$ cat src/rtl/control_unit_if.sv
// rtl/control_unit_if.sv - control bundle between the Mini SRC sequencer and its datapath
interface control_unit_if;
    logic [31:0] ir;
    logic        con_ff;
    logic        stop;
    logic        PCout, IncPC, ZLOout, ZLOin, Cout, MDRout, RAMenable;
    logic        MARin, PCin, MDRin, IRin, Yin;
    logic        Gra, Grb, Grc, Rin, Rout, BAout;
    logic        read, write, conin;
    logic        ZMuxEnable, ZSelect, ZMuxOut;
    logic        OutPortenable, PortInout, R15in;
    logic [4:0]  aluControl;
    logic        dpClear;
    logic        run;

    modport master (
        input  ir, con_ff, stop,
        output PCout, IncPC, ZLOout, ZLOin, Cout, MDRout, RAMenable,
        output MARin, PCin, MDRin, IRin, Yin,
        output Gra, Grb, Grc, Rin, Rout, BAout,
        output read, write, conin,
        output ZMuxEnable, ZSelect, ZMuxOut,
        output OutPortenable, PortInout, R15in,
        output aluControl, dpClear, run
    );

    modport slave (
        output ir, con_ff, stop,
        input  PCout, IncPC, ZLOout, ZLOin, Cout, MDRout, RAMenable,
        input  MARin, PCin, MDRin, IRin, Yin,
        input  Gra, Grb, Grc, Rin, Rout, BAout,
        input  read, write, conin,
        input  ZMuxEnable, ZSelect, ZMuxOut,
        input  OutPortenable, PortInout, R15in,
        input  aluControl, dpClear, run
    );
endinterface

$ cat src/rtl/control_unit.sv
// rtl/control_unit.sv - hardwired T-state control sequencer for the Mini SRC datapath
module control_unit (
    input  logic              clock,
    input  logic              clear,
    control_unit_if.master    bus
);
    typedef enum logic [3:0] {
        S_RESET, S_T0, S_T1, S_T2, S_T3, S_T4, S_T5, S_T6, S_T7, S_STOPPED, S_HALT
    } state_t;

    localparam logic [4:0] OP_LD   = 5'b00000;
    localparam logic [4:0] OP_LDI  = 5'b00001;
    localparam logic [4:0] OP_ST   = 5'b00010;
    localparam logic [4:0] OP_ADD  = 5'b00011;
    localparam logic [4:0] OP_SUB  = 5'b00100;
    localparam logic [4:0] OP_AND  = 5'b01010;
    localparam logic [4:0] OP_OR   = 5'b01011;
    localparam logic [4:0] OP_ADDI = 5'b01100;
    localparam logic [4:0] OP_ANDI = 5'b01101;
    localparam logic [4:0] OP_ORI  = 5'b01110;
    localparam logic [4:0] OP_BR   = 5'b10011;
    localparam logic [4:0] OP_JR   = 5'b10100;
    localparam logic [4:0] OP_IN   = 5'b10110;
    localparam logic [4:0] OP_OUT  = 5'b10111;
    localparam logic [4:0] OP_HALT = 5'b11011;

    state_t     r_state;
    state_t     w_last;
    state_t     w_enter0;
    logic [4:0] r_opcode;
    logic       w_mem, w_alu, w_imm;

    always_comb begin
        w_mem = (r_opcode == OP_LD) || (r_opcode == OP_LDI) || (r_opcode == OP_ST);
        w_alu = (r_opcode == OP_ADD) || (r_opcode == OP_SUB) ||
                (r_opcode == OP_AND) || (r_opcode == OP_OR);
        w_imm = (r_opcode == OP_ADDI) || (r_opcode == OP_ANDI) || (r_opcode == OP_ORI);
        case (r_opcode)
            OP_LD, OP_ST: w_last = S_T7;
            OP_BR:        w_last = S_T6;
            OP_LDI, OP_ADD, OP_SUB, OP_AND, OP_OR, OP_ADDI, OP_ANDI, OP_ORI:
                          w_last = S_T5;
            default:      w_last = S_T3;
        endcase
        w_enter0 = bus.stop ? S_STOPPED : S_T0;
    end

    // Falling-edge state so controls are settled across the datapath's rising-edge capture.
    always_ff @(negedge clock or negedge clear) begin
        if (!clear) begin
            r_state  <= S_RESET;
            r_opcode <= 5'b00000;
        end else begin
            case (r_state)
                S_RESET: r_state <= S_T0;
                S_T0:    r_state <= S_T1;
                S_T1:    r_state <= S_T2;
                S_T2: begin
                    r_state  <= S_T3;
                    r_opcode <= bus.ir[31:27];
                end
                S_T3: begin
                    if (r_opcode == OP_HALT)  r_state <= S_HALT;
                    else if (w_last == S_T3)  r_state <= w_enter0;
                    else                      r_state <= S_T4;
                end
                S_T4:    r_state <= S_T5;
                S_T5:    r_state <= (w_last == S_T5) ? w_enter0 : S_T6;
                S_T6:    r_state <= (w_last == S_T6) ? w_enter0 : S_T7;
                S_T7:    r_state <= w_enter0;
                S_STOPPED: if (!bus.stop) r_state <= S_T0;
                S_HALT:  r_state <= S_HALT;
                default: r_state <= S_RESET;
            endcase
        end
    end

    always_comb begin
        bus.PCout = 1'b0;  bus.IncPC = 1'b0;  bus.ZLOout = 1'b0;  bus.ZLOin = 1'b0;
        bus.Cout = 1'b0;   bus.MDRout = 1'b0; bus.RAMenable = 1'b0;
        bus.MARin = 1'b0;  bus.PCin = 1'b0;   bus.MDRin = 1'b0;   bus.IRin = 1'b0;
        bus.Yin = 1'b0;    bus.Gra = 1'b0;    bus.Grb = 1'b0;     bus.Grc = 1'b0;
        bus.Rin = 1'b0;    bus.Rout = 1'b0;   bus.BAout = 1'b0;
        bus.read = 1'b0;   bus.write = 1'b0;  bus.conin = 1'b0;
        bus.ZMuxEnable = 1'b0; bus.ZSelect = 1'b0; bus.ZMuxOut = 1'b0;
        bus.OutPortenable = 1'b0; bus.PortInout = 1'b0; bus.R15in = 1'b0;
        bus.aluControl = 5'b00000;
        bus.dpClear = ~clear;
        bus.run = (r_state != S_RESET) && (r_state != S_STOPPED) && (r_state != S_HALT);
        case (r_state)
            S_T0: begin bus.PCout = 1'b1; bus.MARin = 1'b1; bus.IncPC = 1'b1; end
            S_T1: begin bus.read = 1'b1; bus.RAMenable = 1'b1; bus.MDRin = 1'b1; end
            S_T2: begin bus.MDRout = 1'b1; bus.IRin = 1'b1; end
            S_T3: begin
                if (w_mem) begin
                    bus.Grb = 1'b1; bus.BAout = 1'b1; bus.Yin = 1'b1;
                end else if (w_alu || w_imm) begin
                    bus.Grb = 1'b1; bus.Rout = 1'b1; bus.Yin = 1'b1;
                end else if (r_opcode == OP_BR) begin
                    bus.Gra = 1'b1; bus.Rout = 1'b1; bus.conin = 1'b1;
                end else if (r_opcode == OP_JR) begin
                    bus.Gra = 1'b1; bus.Rout = 1'b1; bus.PCin = 1'b1;
                end else if (r_opcode == OP_IN) begin
                    bus.PortInout = 1'b1; bus.Gra = 1'b1; bus.Rin = 1'b1;
                end else if (r_opcode == OP_OUT) begin
                    bus.Gra = 1'b1; bus.Rout = 1'b1; bus.OutPortenable = 1'b1;
                end
            end
            S_T4: begin
                if (w_alu) begin
                    bus.Grc = 1'b1; bus.Rout = 1'b1; bus.ZLOin = 1'b1;
                    bus.aluControl = r_opcode;
                end else if (w_mem || w_imm) begin
                    bus.Cout = 1'b1; bus.ZLOin = 1'b1;
                    case (r_opcode)
                        OP_ANDI: bus.aluControl = OP_AND;
                        OP_ORI:  bus.aluControl = OP_OR;
                        default: bus.aluControl = OP_ADD;
                    endcase
                end else if (r_opcode == OP_BR) begin
                    bus.PCout = 1'b1; bus.Yin = 1'b1;
                end
            end
            S_T5: begin
                if (r_opcode == OP_LD || r_opcode == OP_ST) begin
                    bus.ZLOout = 1'b1; bus.MARin = 1'b1;
                end else if (r_opcode == OP_BR) begin
                    bus.Cout = 1'b1; bus.ZLOin = 1'b1; bus.aluControl = OP_ADD;
                end else begin
                    bus.ZLOout = 1'b1; bus.Gra = 1'b1; bus.Rin = 1'b1;
                end
            end
            S_T6: begin
                if (r_opcode == OP_LD) begin
                    bus.read = 1'b1; bus.RAMenable = 1'b1; bus.MDRin = 1'b1;
                end else if (r_opcode == OP_ST) begin
                    bus.Gra = 1'b1; bus.Rout = 1'b1; bus.MDRin = 1'b1;
                end else if (bus.con_ff) begin
                    bus.ZLOout = 1'b1; bus.PCin = 1'b1;
                end
            end
            S_T7: begin
                if (r_opcode == OP_LD) begin
                    bus.MDRout = 1'b1; bus.Gra = 1'b1; bus.Rin = 1'b1;
                end else begin
                    bus.write = 1'b1; bus.RAMenable = 1'b1;
                end
            end
            default: ;
        endcase
    end
endmodule

$ cat src/flat_wrapper.sv
// flat-port wrapper written by rule: the top's interface ports become plain ports
module control_unit_flat 
  (clock, clear, bus_ir, bus_con_ff, bus_stop, bus_PCout, bus_IncPC, bus_ZLOout, bus_ZLOin, bus_Cout, bus_MDRout, bus_RAMenable, bus_MARin, bus_PCin, bus_MDRin, bus_IRin, bus_Yin, bus_Gra, bus_Grb, bus_Grc, bus_Rin, bus_Rout, bus_BAout, bus_read, bus_write, bus_conin, bus_ZMuxEnable, bus_ZSelect, bus_ZMuxOut, bus_OutPortenable, bus_PortInout, bus_R15in, bus_aluControl, bus_dpClear, bus_run);
  control_unit_if bus_i ();
  input  logic clock;
  input  logic clear;
  input wire logic [$bits(bus_i.ir)-1:0] bus_ir;
  input wire logic [$bits(bus_i.con_ff)-1:0] bus_con_ff;
  input wire logic [$bits(bus_i.stop)-1:0] bus_stop;
  output wire logic [$bits(bus_i.PCout)-1:0] bus_PCout;
  output wire logic [$bits(bus_i.IncPC)-1:0] bus_IncPC;
  output wire logic [$bits(bus_i.ZLOout)-1:0] bus_ZLOout;
  output wire logic [$bits(bus_i.ZLOin)-1:0] bus_ZLOin;
  output wire logic [$bits(bus_i.Cout)-1:0] bus_Cout;
  output wire logic [$bits(bus_i.MDRout)-1:0] bus_MDRout;
  output wire logic [$bits(bus_i.RAMenable)-1:0] bus_RAMenable;
  output wire logic [$bits(bus_i.MARin)-1:0] bus_MARin;
  output wire logic [$bits(bus_i.PCin)-1:0] bus_PCin;
  output wire logic [$bits(bus_i.MDRin)-1:0] bus_MDRin;
  output wire logic [$bits(bus_i.IRin)-1:0] bus_IRin;
  output wire logic [$bits(bus_i.Yin)-1:0] bus_Yin;
  output wire logic [$bits(bus_i.Gra)-1:0] bus_Gra;
  output wire logic [$bits(bus_i.Grb)-1:0] bus_Grb;
  output wire logic [$bits(bus_i.Grc)-1:0] bus_Grc;
  output wire logic [$bits(bus_i.Rin)-1:0] bus_Rin;
  output wire logic [$bits(bus_i.Rout)-1:0] bus_Rout;
  output wire logic [$bits(bus_i.BAout)-1:0] bus_BAout;
  output wire logic [$bits(bus_i.read)-1:0] bus_read;
  output wire logic [$bits(bus_i.write)-1:0] bus_write;
  output wire logic [$bits(bus_i.conin)-1:0] bus_conin;
  output wire logic [$bits(bus_i.ZMuxEnable)-1:0] bus_ZMuxEnable;
  output wire logic [$bits(bus_i.ZSelect)-1:0] bus_ZSelect;
  output wire logic [$bits(bus_i.ZMuxOut)-1:0] bus_ZMuxOut;
  output wire logic [$bits(bus_i.OutPortenable)-1:0] bus_OutPortenable;
  output wire logic [$bits(bus_i.PortInout)-1:0] bus_PortInout;
  output wire logic [$bits(bus_i.R15in)-1:0] bus_R15in;
  output wire logic [$bits(bus_i.aluControl)-1:0] bus_aluControl;
  output wire logic [$bits(bus_i.dpClear)-1:0] bus_dpClear;
  output wire logic [$bits(bus_i.run)-1:0] bus_run;
  assign bus_i.ir = bus_ir;
  assign bus_i.con_ff = bus_con_ff;
  assign bus_i.stop = bus_stop;
  assign bus_PCout = bus_i.PCout;
  assign bus_IncPC = bus_i.IncPC;
  assign bus_ZLOout = bus_i.ZLOout;
  assign bus_ZLOin = bus_i.ZLOin;
  assign bus_Cout = bus_i.Cout;
  assign bus_MDRout = bus_i.MDRout;
  assign bus_RAMenable = bus_i.RAMenable;
  assign bus_MARin = bus_i.MARin;
  assign bus_PCin = bus_i.PCin;
  assign bus_MDRin = bus_i.MDRin;
  assign bus_IRin = bus_i.IRin;
  assign bus_Yin = bus_i.Yin;
  assign bus_Gra = bus_i.Gra;
  assign bus_Grb = bus_i.Grb;
  assign bus_Grc = bus_i.Grc;
  assign bus_Rin = bus_i.Rin;
  assign bus_Rout = bus_i.Rout;
  assign bus_BAout = bus_i.BAout;
  assign bus_read = bus_i.read;
  assign bus_write = bus_i.write;
  assign bus_conin = bus_i.conin;
  assign bus_ZMuxEnable = bus_i.ZMuxEnable;
  assign bus_ZSelect = bus_i.ZSelect;
  assign bus_ZMuxOut = bus_i.ZMuxOut;
  assign bus_OutPortenable = bus_i.OutPortenable;
  assign bus_PortInout = bus_i.PortInout;
  assign bus_R15in = bus_i.R15in;
  assign bus_aluControl = bus_i.aluControl;
  assign bus_dpClear = bus_i.dpClear;
  assign bus_run = bus_i.run;
  control_unit u_core (.clock(clock), .clear(clear), .bus(bus_i));
endmodule
$ cat config.mk
export PLATFORM = sky130hd
export DESIGN_NAME = control_unit_flat
export DESIGN_NICKNAME = d
export VERILOG_FILES = /design/src/rtl/control_unit_if.sv /design/src/rtl/control_unit.sv /design/src/flat_wrapper.sv
export SDC_FILE = /design/constraint.sdc
export NUM_CORES = 1
export LEC_CHECK = 0
export CORE_MARGIN = 4
export CORE_UTILIZATION = 39
export DETAILED_ROUTE_END_ITERATION = 8
export GPL_ROUTABILITY_DRIVEN = 0
export HOLD_SLACK_MARGIN = 0.12
export PLACE_DENSITY = 0.81
export SLEW_MARGIN = 25
export SYNTH_ARGS = -nofsm -noshare
export SYNTH_HDL_FRONTEND = slang
export SYNTH_SLANG_ARGS = --single-unit
$ cat constraint.sdc
create_clock -name clock -period 2.5 [get_ports clock]
set_clock_uncertainty 0.15 [all_clocks]
set_input_delay 0.5 -clock clock [delete_from_list [all_inputs] [get_ports clock]]
set_output_delay 0.5 -clock clock [all_outputs]
set_load 0.02 [all_outputs]
==> summary.md <==
| Metric | Value |
|---|---|
| Status | `complete, but fails checks` |
| Failing checks | `negative setup slack` |
| RSZ-0062 raised after global routing | `true` |
| Adder-cell share of the synthesized area | `0%` |
| Chip height | `64.95 microns` |
| Crit Path Class | `register to output port` |
| Initial antenna violation count | `0` |
| TritonCTS clock tree | `done` |
| WP data required | `1.85 ns` |
| RR Startpoint | `u_core.r_state[1]$_DFFE_NN0P_` |
| CTS Hold Bufs | `0` |
| DR WL/cell | `26.81 microns` |
| Post-synthesis compound-gate area fraction | `28.19%` |
| Routed Antenna Nets | `0` |
| Setup TNS | `-36.15 ns` |
| # DRC | `0` |
| Mapped Cells | `172` |
| VDD IR max | `0.9441 mV` |
| Rows | `20` |
| CP Max Fanout | `6` |
| Reg2Reg Depth | `9` |
| Sink of the worst hold path | `u_core.r_opcode[2]$_DFFE_NN0P_` |
| Pwr Density | `1405 nW/um^2` |
| Syn avg cell area | `7.354 sq um` |
| YS warnings | `0` |
| Hold depth | `1` |
| Area of the mapped netlist | `1265 sq um` |
| Post-synth top cells | `16 x nor2_1, 12 x nand2_1, 9 x dfrtn_1` |
| Reg2reg setup slack | `0.20 ns` |
| Worst-Margin Slew | `0.6110 ns` |
| Die area | `4219 sq um` |
| Synth Area in Simple Gates | `35.71%` |
| Final setup viols | `29` |
| Clock Sinks | `9` |
| Critical path arrival | `3.31 ns` |
| Fin worst setup slack | `-1.462 ns` |
| Slew Limit Fails | `0` |
| Vias | `2267` |
| Initial DRC Count | `356` |
| Yosys cell types | `61` |
| Synth Register Bits | `9` |
| Gr usage total | `32.64%` |
| Detailed placement HPWL | `3.479 mm` |
| Slew headroom | `59.02%` |
| Max_cap viols | `0` |
| Layout cell share with drive strength beyond 1 | `67.70%` |
| Post-synthesis mux area share | `3.462%` |
| Yosys top cell by area | `dfrtn_1` |
| Layout Area Growth over Synthesis | `124.5%` |
| CORE AREA | `3078 sq um` |
| Clk Latency, worst-skew pair | `0.27 ns` |
| Pleak | `0.001236 uW` |
| DP Area | `2143 sq um` |
| Async S/R FF share, synth | `100.0%` |
| Clk slew on worst S/H paths | `0.04 ns` |
| Critical path startpoint category | `register` |
| Post-synth EDFFs | `0` |
| I/O pin count | `70` |
| Number of global-route vias before repair | `2053` |
| Top cell type's share of synthesized area | `17.80%` |
| Starting Density | `41.10%` |
| Cts bufs inserted | `3` |
| Nature of the critical path endpoint | `output port` |
| DR vias/cell | `6.767` |
| # H-tree levels | `1` |
| Grt total ovfl | `0` |
| Ys flop type | `dfrtn_1` |
| Design Area, Final | `2840 sq um` |
| Total Wirelength | `8.980 mm` |
| Largest family of logic cells by synthesized area | `simple AND/OR/NAND/NOR gates` |
| Fillcell total | `106` |
| Hold Crit Start | `u_core.r_opcode[2]$_DFFE_NN0P_` |
| Worst hold path type | `register to register` |
| RR Endpoint | `u_core.r_state[3]$_DFFE_NN0P_` |
| Synth Area in XOR/XNOR | `2.077%` |
| Top area cells in the synthesized netlist | `dfrtn_1 18%, nor2_1 4.7%, buf_4 3.6%` |
| Input/output buffers | `37` |
| Largest net degree at the start of global routing | `10` |
| Nets | `328` |
| Most frequent cell after synthesis | `nor2_1` |
| Antenna diode count | `0` |
| Max Buffers Root-to-Sink | `2` |
| Hold Vio Cnt, Final | `0` |
| First-pass GRT wire length | `10.48 mm` |
| DR pass1 iterations | `5` |
| Clock tree root buffer cell | `clkbuf_4` |
| Post-synthesis sequential area ratio | `17.80%` |
| Die X | `64.95 microns` |
## cell usage in the layout, fill, tap and decap left out, types with 3 or more instances in the layout
cell	count
nor2_4	8
clkdlybuf4s50_1	8
nor3_2	4
buf_6	49
conb_1	5
nand3_2	3
a21oi_1	5
dfrtn_1	9
clkbuf_4	3
o21ai_0	5
nand3b_1	3
inv_1	7
nand2_2	3
or3_4	3
a211oi_1	3
nor2_1	7
or2_4	3
nor3_4	4
o211ai_1	4
nand2_1	7
buf_4	75
## through the flow
step	total power [uW]	hold WS (ns)	utilization (%)	std cells	setup slack, ns
2_1_floorplan	1627	0.4391	-	176	-1.098
3_3_place_gp	2403	0.4395	69.63	291	-1.445
3_5_place_dp	2457	0.4586	69.63	291	-1.484
4_1_cts	3050	0.4811	81.14	316	-1.285
5_1_grt	4089	0.5556	92.28	335	-1.479
6_report	3990	0.5170	92.28	335	-1.462
## cell families after synthesis
family | count (synthesis)
AOI/OAI and AO/OA | 48
and+or+nand+nor | 77
other | 1
DFF | 9
buffers and inverters | 30
xor gates and xnor gates | 3
muxes | 4
## repair_timing
action | CTS | global route
resized for setup | 202 | 50
setup endpoints to repair | 29 | 30
pin swaps | 21 | 22
setup buffers | 21 | 21
## final cells by class
cell class / instances / area (sq um) / area share [%]
well taps: 44 / 55.05 / 1.938
clock buffers: 4 / 26.28 / 0.9251
multi-input cells: 137 / 1292 / 45.51
repair buffers: 134 / 1215 / 42.78
flip-flops and latches: 9 / 225.2 / 7.930
inverters: 7 / 26.28 / 0.9251
## metal layers
layer | track usage (%) | wire length, microns | up-vias
met5 | 0 | 0 | -
met4 | 22.69 | 850 | 0
met3 | 4.853 | 1069 | 104
met2 | 54.53 | 3936 | 262
met1 | 37.95 | 3123 | 1043
li1 | - | - | 858
## worst max-delay path by stage
stage                                   startpoint                 to  slack (ns)  cells after the start
floorplan            u_core.r_state[0]$_DFFE_NN0P_           bus_Rout       -1.10                      5
global route        u_core.r_opcode[2]$_DFFE_NN0P_           bus_Rout       -1.48                      8
finish              u_core.r_opcode[2]$_DFFE_NN0P_  bus_aluControl[1]       -1.46                      8
detailed placement   u_core.r_state[3]$_DFFE_NN0P_           bus_Cout       -1.48                      4
global placement     u_core.r_state[3]$_DFFE_NN0P_           bus_PCin       -1.45                      6
CTS                  u_core.r_state[0]$_DFFE_NN0P_           bus_Cout       -1.29                      4
## sequential cells by signal, summed over array words and instances, names as in the netlist
name,count
u_core.r_opcode,5
u_core.r_state,4
## critical path, stage by stage (launching register included)
cell	delay (ns)
dfrtn_1	0.54
buf_6	0.14
buf_6	0.11
nor2_4	0.04
a21oi_2	0.14
buf_4	0.17
a41oi_4	0.17
nor3_2	0.28
buf_4	0.19
## power breakdown
part	switching [uW]	internal, uW	total [uW]
registers	132	224	356
clock network	52.9	61.6	115
logic	1870	1650	3520
total	2050	1940	3990
Power figures use the tool's default switching activity.
